File: src/rtl/detect_rr_scheduler_if.sv
// Symbol-stream bundle between the producers and the shared detector.
// The producer side drives requests, symbols and clears. The scheduler side
// returns grants, hit pulses, match levels, hit counters and busy.
interface detect_rr_scheduler_if #(
    parameter int N_CH  = 4,
    parameter int CNT_W = 8
);
    logic [N_CH-1:0]       req;
    logic [2*N_CH-1:0]     num_flat;
    logic [N_CH-1:0]       clr;
    logic [N_CH-1:0]       grant;
    logic [N_CH-1:0]       hit;
    logic [N_CH-1:0]       match;
    logic [CNT_W*N_CH-1:0] hit_cnt_flat;
    logic                  busy;

    modport master (
        output req, num_flat, clr,
        input  grant, hit, match, hit_cnt_flat, busy
    );

    modport slave (
        input  req, num_flat, clr,
        output grant, hit, match, hit_cnt_flat, busy
    );
endinterface

File: src/rtl/detect_rr_scheduler.sv
// One 4-state symbol-sequence detector shared round-robin across N_CH streams.
// Each channel keeps its own saved context, hit pulse and saturating hit count.
module detect_rr_scheduler #(
    parameter int N_CH  = 4,
    parameter int CNT_W = 8
) (
    input  logic clk,
    input  logic reset,
    detect_rr_scheduler_if.slave bus
);
    localparam int PTR_W = $clog2(N_CH);

    typedef enum logic [1:0] {
        S0 = 2'b00,
        S1 = 2'b01,
        S2 = 2'b10,
        S3 = 2'b11
    } ctx_t;

    logic [N_CH-1:0]  eligible;
    logic [N_CH-1:0]  grant_next;
    logic [PTR_W-1:0] gidx;
    logic [PTR_W-1:0] ptr_reg;

    // A channel being cleared this cycle cannot be served, so its symbol waits.
    assign eligible = bus.req & ~bus.clr;
    assign bus.busy = |eligible;
    assign bus.grant = grant_next;

    // Round-robin pick: first eligible channel scanning from ptr upward, wrapping.
    always_comb begin
        grant_next = '0;
        gidx       = '0;
        if (!reset) begin
            for (int k = 0; k < N_CH; k++) begin
                if (grant_next == '0 && eligible[(int'(ptr_reg) + k) % N_CH]) begin
                    grant_next[(int'(ptr_reg) + k) % N_CH] = 1'b1;
                    gidx = PTR_W'((int'(ptr_reg) + k) % N_CH);
                end
            end
        end
    end

    // Pointer moves just past the served channel; it holds when nothing is served.
    always_ff @(posedge clk) begin
        if (reset) begin
            ptr_reg <= '0;
        end else if (grant_next != '0) begin
            ptr_reg <= (int'(gidx) == N_CH - 1) ? '0 : gidx + 1'b1;
        end
    end

    genvar gi;
    generate
        for (gi = 0; gi < N_CH; gi++) begin : g_ch
            ctx_t             ctx_reg;
            ctx_t             ctx_next;
            logic             hit_reg;
            logic [CNT_W-1:0] cnt_reg;
            logic [1:0]       sym;

            assign sym = bus.num_flat[2*gi +: 2];

            // Detector transition for this channel's pending symbol; symbol 0 holds.
            always_comb begin
                ctx_next = ctx_reg;
                case (ctx_reg)
                    S0: if (sym == 2'd1) ctx_next = S1;
                    S1: if (sym == 2'd2) ctx_next = S2;
                        else if (sym == 2'd3) ctx_next = S0;
                    S2: if (sym == 2'd1) ctx_next = S1;
                        else if (sym == 2'd3) ctx_next = S3;
                    S3: if (sym == 2'd1) ctx_next = S1;
                        else if (sym == 2'd2) ctx_next = S0;
                    default: ctx_next = S0;
                endcase
            end

            // Context, hit pulse and counter advance only when this channel is served.
            always_ff @(posedge clk) begin
                if (reset || bus.clr[gi]) begin
                    ctx_reg <= S0;
                    hit_reg <= 1'b0;
                    cnt_reg <= '0;
                end else if (grant_next[gi]) begin
                    ctx_reg <= ctx_next;
                    hit_reg <= (ctx_next == S3);
                    if (ctx_next == S3 && cnt_reg != {CNT_W{1'b1}}) begin
                        cnt_reg <= cnt_reg + 1'b1;
                    end
                end else begin
                    hit_reg <= 1'b0;
                end
            end

            assign bus.hit[gi]   = hit_reg;
            assign bus.match[gi] = (ctx_reg == S3);
            assign bus.hit_cnt_flat[CNT_W*gi +: CNT_W] = cnt_reg;
        end
    endgenerate
endmodule

File: src/flat_wrapper.sv
// flat-port wrapper written by rule: the top's interface ports become plain ports
module detect_rr_scheduler_flat 
#(
    parameter int N_CH  = 4,
    parameter int CNT_W = 8
)
  (clk, reset, bus_req, bus_num_flat, bus_clr, bus_grant, bus_hit, bus_match, bus_hit_cnt_flat, bus_busy);
  detect_rr_scheduler_if #(.N_CH(N_CH), .CNT_W(CNT_W)) bus_i ();
  input  logic clk;
  input  logic reset;
  input wire logic [$bits(bus_i.req)-1:0] bus_req;
  input wire logic [$bits(bus_i.num_flat)-1:0] bus_num_flat;
  input wire logic [$bits(bus_i.clr)-1:0] bus_clr;
  output wire logic [$bits(bus_i.grant)-1:0] bus_grant;
  output wire logic [$bits(bus_i.hit)-1:0] bus_hit;
  output wire logic [$bits(bus_i.match)-1:0] bus_match;
  output wire logic [$bits(bus_i.hit_cnt_flat)-1:0] bus_hit_cnt_flat;
  output wire logic [$bits(bus_i.busy)-1:0] bus_busy;
  assign bus_i.req = bus_req;
  assign bus_i.num_flat = bus_num_flat;
  assign bus_i.clr = bus_clr;
  assign bus_grant = bus_i.grant;
  assign bus_hit = bus_i.hit;
  assign bus_match = bus_i.match;
  assign bus_hit_cnt_flat = bus_i.hit_cnt_flat;
  assign bus_busy = bus_i.busy;
  detect_rr_scheduler #(.N_CH(N_CH), .CNT_W(CNT_W)) u_core (.clk(clk), .reset(reset), .bus(bus_i));
endmodule
File: config.mk
export PLATFORM = sky130hd
export DESIGN_NAME = detect_rr_scheduler_flat
export DESIGN_NICKNAME = d
export VERILOG_FILES = /design/src/rtl/detect_rr_scheduler_if.sv /design/src/rtl/detect_rr_scheduler.sv /design/src/flat_wrapper.sv
export SDC_FILE = /design/constraint.sdc
export NUM_CORES = 1
export LEC_CHECK = 0
export ABC_AREA = 1
export BUFFER_PORTS_ARGS = -buffer_cell sky130_fd_sc_hd__buf_4
export CAP_MARGIN = 20
export CORE_ASPECT_RATIO = 2
export CORE_MARGIN = 1.5
export CORE_UTILIZATION = 48
export CTS_BUF_LIST = sky130_fd_sc_hd__clkbuf_8
export DETAILED_ROUTE_END_ITERATION = 7
export MAX_ROUTING_LAYER = met4
export PLACE_DENSITY = 0.71
export SYNTH_ARGS = -nofsm -noshare
export SYNTH_HDL_FRONTEND = slang
export SYNTH_SLANG_ARGS = --single-unit
File: constraint.sdc
create_clock -name clk -period 6.7 [get_ports clk]
set_clock_uncertainty 0.05 [all_clocks]
set_input_delay 1.005 -clock clk [delete_from_list [all_inputs] [get_ports clk]]
set_output_delay 1.005 -clock clk [all_outputs]
set_load 0.01 [all_outputs]
==> summary.txt, run 1 <==
Drt
  – Post-route ant nets: 0
  – Starting DRT DRC Count: 130
  – Vias: 3047
  – DR vias/cell: 5.441
  – WL per Instance: 13.08 microns
  – TritonRoute pass-1 iters: 4
  – WL final: 7.325 mm
  – DRC violations left: 0

Pwr
  – Power density over cell area: 270.8 nW/um^2
  – Final Power: 959.6 uW
  – VDD IR max: 0.0002019 V
  – Static leakage: about 1.6 nW

Cells and area
  – Area Overhead vs Synth: 17.90%
  – Commonest non-fill, non-tap cell in the layout: nand2_1
  – Register area: 920.9 sq um
  – Commonest cells after routing, fill and taps aside: 82 x nand2_1, 62 x buf_4, 59 x nand3_1
  – Diode count: 0
  – Area of the multi-input gates: between 1500 and 2000 sq um
  – Max reg flops: 32
  – Share of post-route cells with drive strength above 1: 0.2173
  – Layout filler cell count: 617
  – Final #Nets: ~530

GRT
  – Top Usage Layer GRT: met2
  – GRT Overall Usage: 0.2282
  – Total gr overflow: 0
  – Initial antenna violation count: 0
  – Met1 Use GR: 0.2063
  – Vias in the first global route: 2689
  – Met3 Track Usage GR: 0.03825
  – Largest net degree at the start of global routing: 14
  – Global-route wire length before repair: 11.70 mm
  – Grt met2 use: 0.4363

Setup path
  – CP most frequent cell: nand3_1
  – Crit Path Class: reg2out
  – Crit path launch type: flop
  – Setup crit end kind: output pin
  – Top delay family on crit path: simple AND/OR/NAND/NOR gates
  – Max FO, Critical Path: 13
  – CP Cell Sequence: inv_4 > ha_1 > inv_1 > nand3_1 > nand2_1 > clkinv_1 > nand2_1 > inv_2 > nand3_1 > nand3_2 > nor2_4 > nand3_1 > nand2_1 > nor2_1 > nand3_1 > a21oi_2 > buf_4
  – WP data required: ~5.6 ns
  – Worst path bufs/invs: 5
  – Max incr delay on CP: 0.64 ns
  – Crit path DAT: 3.28 ns
  – Critical-path top delay cell: dfxtp_1

Synthesis
  – Dominant synthesized flop cell: dfxtp_1
  – Synthesized cell area: 3005 sq um
  – Share of flip-flops with an asynchronous set or reset: 0
  – Avg Cell Area, Syn: 6.862 sq um
  – Synthesized flop and latch total: 46
  – Sequential area share after synthesis: 0.3064
  – Synth cell types: 30
  – Post-synth EDFFs: 0
  – Post-synth net total: 467
  – Cells after synthesis: approximately 440
  – Syn. warnings: 0

Timing
  – Peak Freq: 230.9 MHz
  – Max Slew Vio Count: 0
  – Final hold viol count: 0
  – Final setup vio count: 0
  – Part of the cycle the worst path needs: 0.6464
  – Worst hold slack: about 0.46 ns
  – Clock period minus worst slack: 4.331 ns
  – Slew @ Worst Pin: around 0.74 ns
  – Max-slew headroom: 0.5044
  – Setup TNS Final: 0 ns
  – RSZ-0062 raised after global routing: no

Clock tree
  – Reg clk slew, reported paths: 0.08 ns
  – Post-CTS setup buffers: 0
  – CTS resizes: 0
  – Clk Latency, worst-skew pair: 0.31 ns
  – TritonCTS clock tree: built
  – Worst-case clock buffer depth: 2
  – CTS Sinks: 46
  – CTS H-Tree Depth: 2
  – Post-CTS Hold Fix Bufs: 0
  – Num CTS Buffers: 5
  – CTS Root Cell: clkbuf_8

Min path
  – Hold Path Class: reg2reg

Outcome
  – Run status: finished clean

Die
  – Ports: 63
  – Die extent in y: around 110 microns
  – Die Area: 6773 sq um
  – Rows: 40
  – Core Region: 6006 sq um
  – Initial core utilization: 0.5004
  – Die Span X: 58.95 microns

Job
  – Maxcap violations: 0

Placed design
  – DP HPWL: 5.877 mm
  – Final Wtd Congestion: 0.9511
  – I/O Buffers: 62
[cell usage after synthesis (8+ instances only)]
library cell,instances,area (sq um)
nand3_1,59,295.3
xor2_1,16,140.1
a21oi_1,28,140.1
o21ai_1,8,40.04
nand3_2,11,110.1
inv_1,43,161.4
dfxtp_1,46,920.9
nand2_2,14,87.58
nor3_1,13,65.06
nor2_1,44,165.2
ha_1,11,137.6
nand2_1,82,307.8
o21ai_0,18,90.09
[report_power, final]
part           switching (mW)  internal [mW]
logic                   0.329          0.160
registers              0.0197          0.285
clock network          0.0959         0.0702
total                   0.444          0.515
[cell type report]
class                           count  share of cell area
Tap cell                           63             0.02225
Multi-Input combinational cell    329              0.5071
Clock inverter                      2            0.003178
Sequential cell                    46              0.2599
Inverter                           53             0.05685
Clock buffer                        5             0.01942
Timing Repair Buffer               62              0.1314
[worst reg2reg max path: cells and delay by family, from the launching register on]
| kind | cells | cell delay (ns) |
|---|---|---|
| adder cells (fa/ha/maj) | 1 | 0.38 |
| AND/OR/NAND/NOR | 12 | 1.20 |
| flip-flops | 1 | 0.64 |
| AO/OA/AOI/OAI | 1 | 0.48 |
| buffers and inverters | 4 | 0.36 |
| XOR/XNOR | 1 | 0.20 |
[routing by layer]
layer | part of all wire | wire [microns]
met5 | 0 | 0
met4 | 0.029 | 212
met3 | 0.031 | 224
met2 | 0.59 | 4306
met1 | 0.35 | 2581
[path summary, 6_finish.rpt]
kind	from	endpoint	slack, ns	cells past startpoint
worst min-delay path	u_core.g_ch[2].cnt_reg[1]	u_core.g_ch[2].cnt_reg[1]	0.46	2
worst min register to register	u_core.g_ch[2].cnt_reg[1]	u_core.g_ch[2].cnt_reg[1]	0.46	2
worst max register to register	u_core.ptr_reg[0]	u_core.g_ch[1].cnt_reg[0]	3.30	19
worst max-delay path	u_core.ptr_reg[0]	bus_grant[1]	2.37	17
[logic make-up after synthesis]
kind of cell / count (synthesis) / share of synthesized area
AOI/OAI and AO/OA: 67 / 0.1266
and+or+nand+nor: 232 / 0.3701
buffers and inverters: 63 / 0.09575
xor gates and xnor gates: 19 / 0.05537
adders and majority gates: 11 / 0.04579
DFF: 46 / 0.3064
[metrics by stage]
stage | cell area, sq um | cells | utilization | setup WS, ns
global placement | 3463 | 553 | 0.5767 | 2.697
CTS | 3543 | 560 | 0.5900 | 2.395
finish | 3543 | 560 | 0.5900 | 2.369
global route | 3543 | 560 | 0.5900 | 2.109
detailed placement | 3463 | 553 | 0.5767 | 2.599
floorplan | 3005 | 438 | - | 3.198
Note: power is estimated with default switching activity, not from simulation.
==> run 2, diff against run 1 <==
- PLACE_DENSITY: 0.71 -> 0.74
- clock period: 6.7 -> 3.75 ns (I/O delays scaled with it)
==> summary.txt, run 2 (same netlist as run 1, synthesis figures left out) <==
Outcome
  – Run status: finished clean

Timing
  – Final setup vio count: 0 (unchanged)
  – Peak Freq: 284.3 MHz
  – Final hold viol count: 0 (unchanged)
  – Worst hold slack: 0.4572 ns (-0.003535 ns)
  – Setup TNS Final: 0 ns (unchanged)
  – Max-slew headroom: 0.6068 (+0.1023)
  – Part of the cycle the worst path needs: 0.9379
  – Max Slew Vio Count: 0 (unchanged)
  – RSZ-0062 raised after global routing: no
  – Clock period minus worst slack: about 3.5 ns
  – Slew @ Worst Pin: 0.5871 ns (-0.1528 ns)

GRT
  – Global-route wire length before repair: 12.23 mm (+4.5%)
  – Vias in the first global route: 2822 (+4.9%)
  – Largest net degree at the start of global routing: 14 (unchanged)
  – Initial antenna violation count: 0 (unchanged)
  – Total gr overflow: 0 (unchanged)
  – GRT Overall Usage: 0.2384 (+0.01016)

Cells and area
  – Final Core Density: 0.5977 (+0.007708)
  – Area of the multi-input gates: 1797 sq um (unchanged)
  – Max reg flops: 32 (unchanged)
  – Final #Nets: 528 (+0.38%)
  – Area Overhead vs Synth: 19.44%
  – Share of post-route cells with drive strength above 1: 0.2240 (+0.006696)
  – Commonest cells after routing, fill and taps aside: 82 x nand2_1, 64 x buf_4, 59 x nand3_1
  – Commonest non-fill, non-tap cell in the layout: nand2_1
  – Layout filler cell count: 569 (-7.8%)
  – Diode count: 0 (unchanged)
  – Register area: 925.9 sq um (+0.54%)
  – Final instance area: 3590 sq um (+1.3%)

Setup path
  – Critical-path top delay cell: dfxtp_2
  – WP data required: 3.14 ns (-2.50 ns)
  – Crit path launch type: flop
  – Max FO, Critical Path: 8 (-5)
  – CP Cell Sequence: inv_2 > ha_1 > inv_1 > nand3_1 > nand2_1 > clkinv_1 > nand2_1 > inv_2 > nand3_1 > nand3_2 > nor2_4 > nand3_2 > nand3_1 > nor2_4 > nand3_2 > nand2_2 > nand2_2 > inv_2 > buf_4
  – Setup crit end kind: output pin
  – Crit path DAT: 2.90 ns (-0.38 ns)
  – Crit Path Class: reg2out
  – Max incr delay on CP: 0.41 ns (-0.23 ns)

Drt
  – DR vias/cell: 5.458 (+0.32%)
  – WL final: 7.693 mm (+5.0%)
  – DRC violations left: 0 (unchanged)
  – Vias: 3073 (+0.85%)
  – TritonRoute pass-1 iters: 4 (unchanged)
  – WL per Instance: 13.66 microns (+4.5%)
  – Starting DRT DRC Count: 106 (-18%)
  – Post-route ant nets: 0 (unchanged)

Placed design
  – Final Wtd Congestion: 0.9219 (-3.1%)
  – I/O Buffers: 62 (unchanged)
  – Dpl cell area: 3478 sq um (+0.43%)
  – DP HPWL: 6.203 mm (+5.6%)

Clock tree
  – CTS Sinks: 46 (unchanged)
  – Post-CTS setup buffers: 0 (unchanged)
  – Clk Latency, worst-skew pair: 0.31 ns (about the same)
  – CTS H-Tree Depth: 2 (unchanged)
  – TritonCTS clock tree: built
  – Reg clk slew, reported paths: 0.08 ns (about the same)
  – Worst-case clock buffer depth: 2 (unchanged)
  – CTS Root Cell: clkbuf_8
  – Num CTS Buffers: 5 (unchanged)

Pwr
  – VDD IR max: 0.0004304 V (+110%)
  – Static leakage: 1.640 nW (+1.9%)
  – Final Power: 1.797 mW (+87%)
  – Power density over cell area: 500.6 nW/um^2 (+85%)

Die
  – Rows: 40 (unchanged)
  – Die Area: 6773 sq um (unchanged)
  – Core Region: 6006 sq um (unchanged)
  – Die Span X: 58.95 microns (unchanged)
  – Die extent in y: 114.9 microns (unchanged)
  – Ports: 63 (unchanged)
  – Initial core utilization: 0.5004 (unchanged)

Min path
  – Hold Path Class: reg2reg

Job
  – Maxcap violations: 0 (unchanged)
[run 2: changes by cell type in the layout (fill, tap and decap cells not counted)]
cell	delta
bufinv_16	+1
dfxtp_1	-2
clkinvlp_4	-1
inv_1	+1
dfxtp_2	+1
dfxtp_4	+1
buf_4	+2
[run 2: path summary, 6_finish.rpt]
check             cells after the start                      start  slack, ns                         to
setup / recovery                     19          u_core.ptr_reg[1]       0.23               bus_grant[0]
hold / removal                        2  u_core.g_ch[2].cnt_reg[1]       0.46  u_core.g_ch[2].cnt_reg[1]
hold reg to reg                       2  u_core.g_ch[2].cnt_reg[1]       0.46  u_core.g_ch[2].cnt_reg[1]
setup reg to reg                     20          u_core.ptr_reg[0]       0.77          u_core.ptr_reg[0]
[run 2: repair_timing]
action / in CTS / in global routing
hold buffers: 0 / 0
gates resized for setup: 0 / 3
setup endpoints to repair: 0 / 3
[run 2: worst max-delay path: cells and delay by family (launching register included)]
kind	cells	cell delay (ns)
buf+inv	6	0.59
simple gates	12	1.21
fa+ha+maj	1	0.36
flops	1	0.41
[run 2: report_power, final]
group          switching, mW  internal, mW  total (mW)
Combinational          0.592         0.293       0.886
Clock                  0.172         0.194       0.366
Sequential            0.0330         0.513       0.545
[run 2: routing by layer]
metal | GRT usage | part of all wire | vias to the layer above
met5 | - | 0 | -
met4 | 0.1015 | 0.039 | 0
met3 | 0.03600 | 0.033 | 25
met2 | 0.4726 | 0.58 | 81
met1 | 0.2064 | 0.35 | 1410
li1 | - | - | 1557
[run 2: through the flow]
| stage | setup slack [ns] | std cells |
|---|---|---|
| 6_report | 0.2330 | 563 |
| 3_3_place_gp | 0.5585 | 555 |
| 2_1_floorplan | 0.8981 | 438 |
| 4_1_cts | 0.05287 | 563 |
| 3_5_place_dp | 0.4249 | 555 |
| 5_1_grt | 0.01098 | 563 |
[run 2: area by class of cell]
| type | count | area share |
|---|---|---|
| Sequential cell | 46 | 0.2579 |
| Timing Repair Buffer | 64 | 0.1338 |
| Clock buffer | 5 | 0.01917 |
| Multi-Input combinational cell | 329 | 0.5005 |
| Clock inverter | 3 | 0.01046 |
| Inverter | 53 | 0.05612 |
| Tap cell | 63 | 0.02196 |
==> run 3, diff against run 2 <==
- PLACE_DENSITY: 0.74 -> 0.71
- clock period: 3.75 -> 4.4 ns (I/O delays scaled with it)
==> summary.txt, run 3 (same netlist as run 1, synthesis figures left out) <==
Cells and area
  – Final #Nets: 527 (-0.19%)
  – Final Core Density: 0.5923 (-0.005416)
  – Max reg flops: 32 (unchanged)
  – Diode count: 0 (unchanged)
  – Share of post-route cells with drive strength above 1: 0.2204 (-0.003559)
  – Layout filler cell count: 588 (+3.3%)
  – Commonest non-fill, non-tap cell in the layout: nand2_1
  – Area Overhead vs Synth: 18.36%
  – Commonest cells after routing, fill and taps aside: 82 x nand2_1, 63 x buf_4, 59 x nand3_1

Min path
  – Hold path endpoint: u_core.g_ch[3].ctx_reg[0]
  – Cell depth of the worst min-delay path: 2 (unchanged)
  – Worst Min Path Start: u_core.g_ch[3].ctx_reg[0]
  – Hold Path Class: reg2reg

Timing
  – Part of the cycle the worst path needs: 0.8577
  – Worst hold slack: 0.4510 ns (-0.006215 ns)
  – RSZ-0062 raised after global routing: no
  – Final setup vio count: 0 (unchanged)
  – Clock period minus worst slack: 3.774 ns
  – Worst setup margin: 0.6262 ns (+0.3932 ns)
  – Slew @ Worst Pin: 0.7533 ns (+0.1662 ns)
  – Peak Freq: around 260 MHz
  – Setup TNS Final: 0 ns (unchanged)
  – Final hold viol count: 0 (unchanged)
  – Max Slew Vio Count: 0 (unchanged)
  – Max-slew headroom: 0.4955 (-0.1113)

Drt
  – DRC violations left: 0 (unchanged)
  – WL per Instance: 13.32 microns (-2.5%)
  – Post-route ant nets: 0 (unchanged)
  – TritonRoute pass-1 iters: 6 (+2)
  – Vias: 3015 (-1.9%)
  – DR vias/cell: 5.365 (-1.7%)
  – WL final: 7.486 mm (-2.7%)
  – Starting DRT DRC Count: 92 (-13%)

Setup path
  – Cells on worst reg2reg path: 20 (unchanged)
  – Reg2reg setup slack: 1.27 ns (+0.50 ns)
  – Crit path DAT: 3.06 ns (+0.16 ns)
  – Setup crit end kind: output pin
  – FF-to-FF End: u_core.ptr_reg[0]
  – Crit path launch type: flop
  – WP data required: 3.69 ns (+0.55 ns)
  – Crit path from: u_core.ptr_reg[0]
  – Max FO, Critical Path: 12 (+4)
  – Crit Path Class: reg2out
  – RR Startpoint: u_core.ptr_reg[0]

Placed design
  – Final Wtd Congestion: 0.9606 (+4.2%)
  – DP HPWL: 6.081 mm (-2.0%)
  – Pre-CTS setup slack: 0.9841 ns (+0.5591 ns)
  – I/O Buffers: 62 (unchanged)

Job
  – Maxcap violations: 0 (unchanged)

Pwr
  – VDD IR max: 0.0002461 V (-43%)
  – Final Power: 1.473 mW (-18%)
  – Power density over cell area: 414.2 nW/um^2 (-17%)
  – Static leakage: 1.623 nW (-1.1%)

Clock tree
  – Reg clk slew, reported paths: 0.08 ns (about the same)
  – CTS resizes: 0 (unchanged)
  – CTS Sinks: 46 (unchanged)
  – Post-CTS setup buffers: 0 (unchanged)
  – CTS Root Cell: clkbuf_8
  – TritonCTS clock tree: built
  – Post-CTS Hold Fix Bufs: 0 (unchanged)
  – Clk Latency, worst-skew pair: 0.31 ns (about the same)
  – Worst-case clock buffer depth: 2 (unchanged)
  – Num CTS Buffers: 5 (unchanged)
  – CTS H-Tree Depth: 2 (unchanged)

GRT
  – Largest net degree at the start of global routing: 15 (+1)
  – Vias in the first global route: 2852 (+1.1%)
  – GRT Overall Usage: 0.2325 (-0.005886)
  – Total gr overflow: 0 (unchanged)
  – Global-route wire length before repair: 11.90 mm (-2.7%)
  – Initial antenna violation count: 0 (unchanged)

Die
  – Die Span X: 58.95 microns (unchanged)
  – Die Area: 6773 sq um (unchanged)
  – Die extent in y: 114.9 microns (unchanged)
  – Initial core utilization: 0.5004 (unchanged)
  – Rows: 40 (unchanged)
  – Ports: 63 (unchanged)
  – Core Region: 6006 sq um (unchanged)

Outcome
  – Run status: finished clean
## run 3: changes by cell type in the layout (fill, tap and decap cells not counted)
cell / previous run / this run
bufinv_16: 1 / 0
dfxtp_1: 44 / 46
dfxtp_4: 1 / 0
buf_4: 64 / 63
dfxtp_2: 1 / 0
clkinv_4: 0 / 1
clkinv_2: 0 / 1
inv_1: 45 / 44
## run 3: area by class of cell
cell class | count | area, sq um | area share
multi-input combinational | 329 | 1797 | 0.5051
sequential | 46 | 920.9 | 0.2589
timing repair buffer | 63 | 473.0 | 0.1330
inverter | 53 | 201.4 | 0.05663
tap | 63 | 78.83 | 0.02216
clock buffer | 5 | 68.82 | 0.01935
clock inverter | 3 | 17.52 | 0.004924
## run 3: how the worst max path moves through the flow
stage | end | slack (ns)
after floorplan | bus_grant[1] | 1.45
after global placement | bus_grant[0] | 1.08
after detailed placement | bus_grant[0] | 0.98
after CTS | bus_grant[0] | 0.62
after global routing | bus_grant[0] | 0.39
final | bus_grant[0] | 0.63
## run 3: critical path: stages (launching register included)
cell and delay (ns):
dfxtp_1 0.62, inv_4 0.12, ha_1 0.36, inv_1 0.08
nand3_1 0.08, nand2_1 0.06, clkinv_1 0.04, nand2_1 0.05
inv_2 0.09, nand3_1 0.12, nand3_2 0.12, nor2_4 0.05
nand3_2 0.06, nand3_1 0.13, nor2_4 0.20, nand3_2 0.09
nand2_2 0.10, nand2_2 0.12, inv_2 0.13, buf_4 0.13
## run 3: metal layers
metal	vias to the layer above	GRT usage	part of all wire	wire, microns
li1	1558	-	-	-
met4	0	0.1242	0.036	269
met2	74	0.4600	0.58	4364
met1	1360	0.1907	0.34	2574
met5	-	-	0	0
met3	23	0.03487	0.037	276
## run 3: through the flow
step                      area [sq um]  instances
after floorplan                   3005        438
after global placement            3471        554
after detailed placement          3471        554
after CTS                         3557        562
after global routing              3557        562
final                             3557        562
## run 3: report_power, final
group          leakage, nW  internal [mW]  switching [mW]
clock               0.0493          0.110           0.150
combinational         1.20          0.249           0.503
sequential           0.371          0.434          0.0283
